**src/rtl/serial_frame_tx.sv**
```systemverilog
// Parallel-in, serial-out frame transmitter: start bit, LSB-first data,
// optional even parity, stop bit, each held for CLKS_PER_BIT clocks.
module serial_frame_tx #(
    parameter int DATA_W       = 8,
    parameter int CLKS_PER_BIT = 4,
    parameter int PARITY_EN    = 1
) (
    input  logic              clk,
    input  logic              reset,
    input  logic [DATA_W-1:0] din,
    input  logic              din_valid,
    output logic              din_ready,
    output logic              txd,
    output logic              busy,
    output logic              done
);

    localparam int CNT_W = (CLKS_PER_BIT > 1) ? $clog2(CLKS_PER_BIT) : 1;
    localparam int IDX_W = (DATA_W > 1) ? $clog2(DATA_W) : 1;
    localparam logic [CNT_W-1:0] BAUD_LAST = CNT_W'(CLKS_PER_BIT - 1);
    localparam logic [IDX_W-1:0] IDX_LAST  = IDX_W'(DATA_W - 1);

    typedef enum logic [2:0] {
        S_IDLE   = 3'd0,
        S_START  = 3'd1,
        S_DATA   = 3'd2,
        S_PARITY = 3'd3,
        S_STOP   = 3'd4
    } state_t;

    state_t              r_state;
    logic [CNT_W-1:0]    r_baud;
    logic [IDX_W-1:0]    r_bit_idx;
    logic [DATA_W-1:0]   r_shift;
    logic                r_parity;
    logic                r_txd;
    logic                r_busy;
    logic                r_done;

    logic                w_baud_last;
    logic [DATA_W-1:0]   w_shift_next;

    function automatic logic even_parity(input logic [DATA_W-1:0] d);
        return ^d;
    endfunction

    assign w_baud_last  = (r_baud == BAUD_LAST);
    assign w_shift_next = r_shift >> 1;

    assign din_ready = (r_state == S_IDLE);
    assign txd       = r_txd;
    assign busy      = r_busy;
    assign done      = r_done;

    // Frame sequencer: state, bit timing, shift register and registered line outputs.
    always_ff @(posedge clk) begin
        if (!reset) begin
            r_state   <= S_IDLE;
            r_baud    <= {CNT_W{1'b0}};
            r_bit_idx <= {IDX_W{1'b0}};
            r_shift   <= {DATA_W{1'b0}};
            r_parity  <= 1'b0;
            r_txd     <= 1'b1;
            r_busy    <= 1'b0;
            r_done    <= 1'b0;
        end else begin
            r_done <= 1'b0;
            case (r_state)
                S_IDLE: begin
                    r_txd  <= 1'b1;
                    r_busy <= 1'b0;
                    if (din_valid) begin
                        r_shift   <= din;
                        r_parity  <= even_parity(din);
                        r_baud    <= {CNT_W{1'b0}};
                        r_bit_idx <= {IDX_W{1'b0}};
                        r_state   <= S_START;
                        r_txd     <= 1'b0;
                        r_busy    <= 1'b1;
                    end else begin
                        r_state <= S_IDLE;
                    end
                end
                S_START: begin
                    if (w_baud_last) begin
                        r_baud  <= {CNT_W{1'b0}};
                        r_state <= S_DATA;
                        r_txd   <= r_shift[0];
                    end else begin
                        r_baud <= r_baud + CNT_W'(1);
                    end
                end
                S_DATA: begin
                    if (w_baud_last) begin
                        r_baud  <= {CNT_W{1'b0}};
                        r_shift <= w_shift_next;
                        if (r_bit_idx == IDX_LAST) begin
                            r_bit_idx <= {IDX_W{1'b0}};
                            if (PARITY_EN != 0) begin
                                r_state <= S_PARITY;
                                r_txd   <= r_parity;
                            end else begin
                                r_state <= S_STOP;
                                r_txd   <= 1'b1;
                            end
                        end else begin
                            r_bit_idx <= r_bit_idx + IDX_W'(1);
                            r_txd     <= w_shift_next[0];
                        end
                    end else begin
                        r_baud <= r_baud + CNT_W'(1);
                    end
                end
                S_PARITY: begin
                    if (w_baud_last) begin
                        r_baud  <= {CNT_W{1'b0}};
                        r_state <= S_STOP;
                        r_txd   <= 1'b1;
                    end else begin
                        r_baud <= r_baud + CNT_W'(1);
                    end
                end
                S_STOP: begin
                    // Busy drops and done pulses on the edge the stop bit completes.
                    if (w_baud_last) begin
                        r_baud  <= {CNT_W{1'b0}};
                        r_state <= S_IDLE;
                        r_txd   <= 1'b1;
                        r_busy  <= 1'b0;
                        r_done  <= 1'b1;
                    end else begin
                        r_baud <= r_baud + CNT_W'(1);
                    end
                end
                default: begin
                    r_state <= S_IDLE;
                    r_baud  <= {CNT_W{1'b0}};
                    r_txd   <= 1'b1;
                    r_busy  <= 1'b0;
                end
            endcase
        end
    end

endmodule
```
**config.mk**
```make
export PLATFORM = sky130hd
export DESIGN_NAME = serial_frame_tx
export DESIGN_NICKNAME = d
export VERILOG_FILES = /design/src/rtl/serial_frame_tx.sv
export SDC_FILE = /design/constraint.sdc
export NUM_CORES = 1
export LEC_CHECK = 0
export CAP_MARGIN = 20
export CORE_MARGIN = 4
export CORE_UTILIZATION = 52
export DETAILED_ROUTE_END_ITERATION = 7
export PLACE_DENSITY = 0.84
export SLEW_MARGIN = 10
export SYNTH_ARGS = -nofsm -noshare
export SYNTH_HDL_FRONTEND = slang
export SYNTH_SLANG_ARGS = --single-unit
```
**constraint.sdc**
```tcl
create_clock -name clk -period 1.95 [get_ports clk]
set_clock_uncertainty 0.05 [all_clocks]
set_input_delay 0.39 -clock clk [delete_from_list [all_inputs] [get_ports clk]]
set_output_delay 0.39 -clock clk [all_outputs]
set_load 0.03 [all_outputs]
```
==> run metrics <==
status finished clean; Hold WC Path Type reg -> reg; Sw Share a little over a quarter; root buf cell clkbuf_4; worst r2r src r_bit_idx[0]; P_leak 0.547 nW; RR Endpoint txd; number of remaining DRC errors 0; max_slew headroom 77.6%; Worst-path clk slew 100 ps; Die H 53.5 um; number of CTS-inserted buffers 3; Yosys warning total 0; Final #Nets 146; layout cells sized above 1 ~12%; Final min period 1770 ps; Mapped Nets 127; fin. max-slew vios 0; asr flop ratio synth 0%; first-pass GRT wire length 3530 um; Setup WS pre-CTS 49.6 ps; Critical Path End Type output pin; buffer count from post-CTS setup fixing 0; CP top delay family buffers and inverters; sum of net half-perimeters after detailed placement 1510 um; Overall Global Routing Usage 16.8%; GPL Wtd Cong 0.787; Final Cycle Share about nine tenths; htree depth 1; Buf/Inv on CP 1; Cells after Synth ~110; Req. time, crit path between 1500 and 2000 ps; ant diodes 0; Design Power between 0.8 and 0.9 mW; Setup WS post-layout 177 ps; Inst Count DP 154; CTS resizes 1; Final Non-Filler Cells 157; Power Internal 0.604 mW; commonest non-fill, non-tap cell in the layout dfxtp_1; # hold bufs at CTS 0; FF-to-FF path depth 5; Netlist cell types 39; FP Rows 16; register bit total from synthesis 20; initial antenna violation count 0; core area 1960 um^2; RSZ-0062 raised after global routing no; Worst VDD drop between 0.0004 and 0.0005 V; mean post-synth cell area ~9.5 um^2; clock power share 22.6%; register share of total power 54.9%; Skew-Pair Late Insertion Delay approximately 290 ps; Final Core Density about 65%; commonest non-fill, non-tap cells in the layout dfxtp_1, clkdlybuf4s50_1, nand2_1; critical setup path kind reg -> out; hold_sp r_shift[4]; number of global-route vias before repair 861; grt ovf 0; 1st-iter DRT viols 8; Slew @ Worst Pin between 300 and 400 ps; Fillers 179; clock sinks 20; EDFF count, synth 0; CP Cell Sequence clkdlybuf4s50_1; Vias about 860; Pre-Repair DR Iteration Count 4; port bufs 14; slowest stage cell on the critical path clkdlybuf4s50_1; final hold violation count 0; Die Area ~2900 um^2; Worst Path Arrival 1330 ps; Detail Route Antenna Nets 0; count of max-cap constraint violations 0; worst hold stages 1; combinational share of power 22.5%; CTS tree done; clk buf depth 2; most common flop cell mapped by yosys dfxtp_1; power per cell area 644 nW/um^2; vias per inst 5.49; fmax 564 MHz; pin count of the biggest net entering global routing 15; Crit Path Max Fanout 3; sw power 0.221 mW; Layout area overhead 19.3%; post-synthesis sequential area ratio 37.3%; CP startpoint kind register; Mapped Area 1070 um^2; Top Ports 15; Total Wirelength 2010 um; TNS Setup 0 ps; Initial Util 54.8%; reg2reg setup slack roughly 380 ps; hold path endpoint r_shift[4]; slowest cell delay on critical path 680 ps; Die X-Extent between 50 and 60 um; wire per inst 12.8 um; final setup fails 0
-- cell families after synthesis --
logic type,count (synthesis),synth area share [%]
adder cells (fa/ha/maj),3,3.49
XOR/XNOR,8,6.52
buffers and inverters,9,4.77
AND/OR/NAND/NOR,38,21.0
AO/OA/AOI/OAI,27,19.6
flip-flops,20,37.3
multiplexers,8,7.45
-- power by group through the flow --
stage	Combinational (mW)	Sequential [mW]	Clock, mW
final	0.186	0.453	0.187
after global routing	0.207	0.456	0.213
after CTS	0.187	0.453	0.201
after detailed placement	0.189	0.462	0
after global placement	0.183	0.461	0
after floorplan	0.119	0.467	0
-- Yosys cell counts, types with 2 or more instances --
master | number | share of area (%)
nor3_1 | 2 | 0.93
clkbuf_1 | 3 | 1.0
o211a_1 | 7 | 6.5
buf_2 | 2 | 0.93
nor3b_1 | 3 | 2.1
nand2_1 | 10 | 3.5
ha_1 | 3 | 3.5
mux2i_1 | 8 | 7.5
o21a_1 | 3 | 2.1
nor3_2 | 2 | 1.9
xnor2_1 | 7 | 5.7
o21ai_0 | 2 | 0.93
a21oi_1 | 3 | 1.4
dfxtp_1 | 20 | 37
and2_1 | 3 | 1.7
nand3b_1 | 2 | 1.4
a22oi_1 | 2 | 1.4
nor2b_1 | 5 | 2.9
o22ai_1 | 2 | 1.2
buf_4 | 2 | 1.4
a32oi_1 | 2 | 1.6
nor2_1 | 3 | 1.0
-- flip-flops by register name, indices dropped and copies added (netlist names) --
| register | flops |
|---|---|
| r_shift | 8 |
| r_bit_idx | 3 |
| r_state | 3 |
| r_baud | 2 |
| busy | 1 |
| done | 1 |
| r_parity | 1 |
| txd | 1 |
-- metrics by stage --
stage                     hold WS [ps]  cell area (um^2)
after global routing               475              1280
after detailed placement           435              1260
after floorplan                    422              1070
final                              458              1280
after global placement             429              1260
after CTS                          462              1280
-- per-layer routing --
metal | vias up | track usage (%) | share of wire, %
met5 | - | 0 | 0
met4 | 0 | 7.66 | 1.1
met3 | 2 | 2.54 | 3.8
met2 | 18 | 30.4 | 50
met1 | 400 | 18.8 | 44
li1 | 442 | - | -
-- worst max path at each step --
stage	endpoint	startpoint	cells after the start	slack [ps]
after CTS	busy	busy	1	160
after detailed placement	r_bit_idx[0]	din_valid	5	50
after global placement	r_bit_idx[0]	din_valid	5	60
after global routing	din_ready	r_state[2]	2	110
final	busy	busy	1	180
after floorplan	r_state[0]	r_state[1]	4	360
-- final cells by class --
class	instances	area, um^2	share of cell area (%)
tap	27	33.8	2.63
multi-input combinational	84	623	48.6
timing repair buffer	22	199	15.5
clock buffer	3	22.5	1.76
inverter	1	3.75	0.293
sequential	20	400	31.2
-- worst register-to-register path: stages, from the launching register on --
cell and delay (ps):
dfxtp_1 340, ha_1 200, ha_1 220, a211o_1 310
a211oi_1 240, o21ai_0 120
Power figures use the tool's default switching activity.
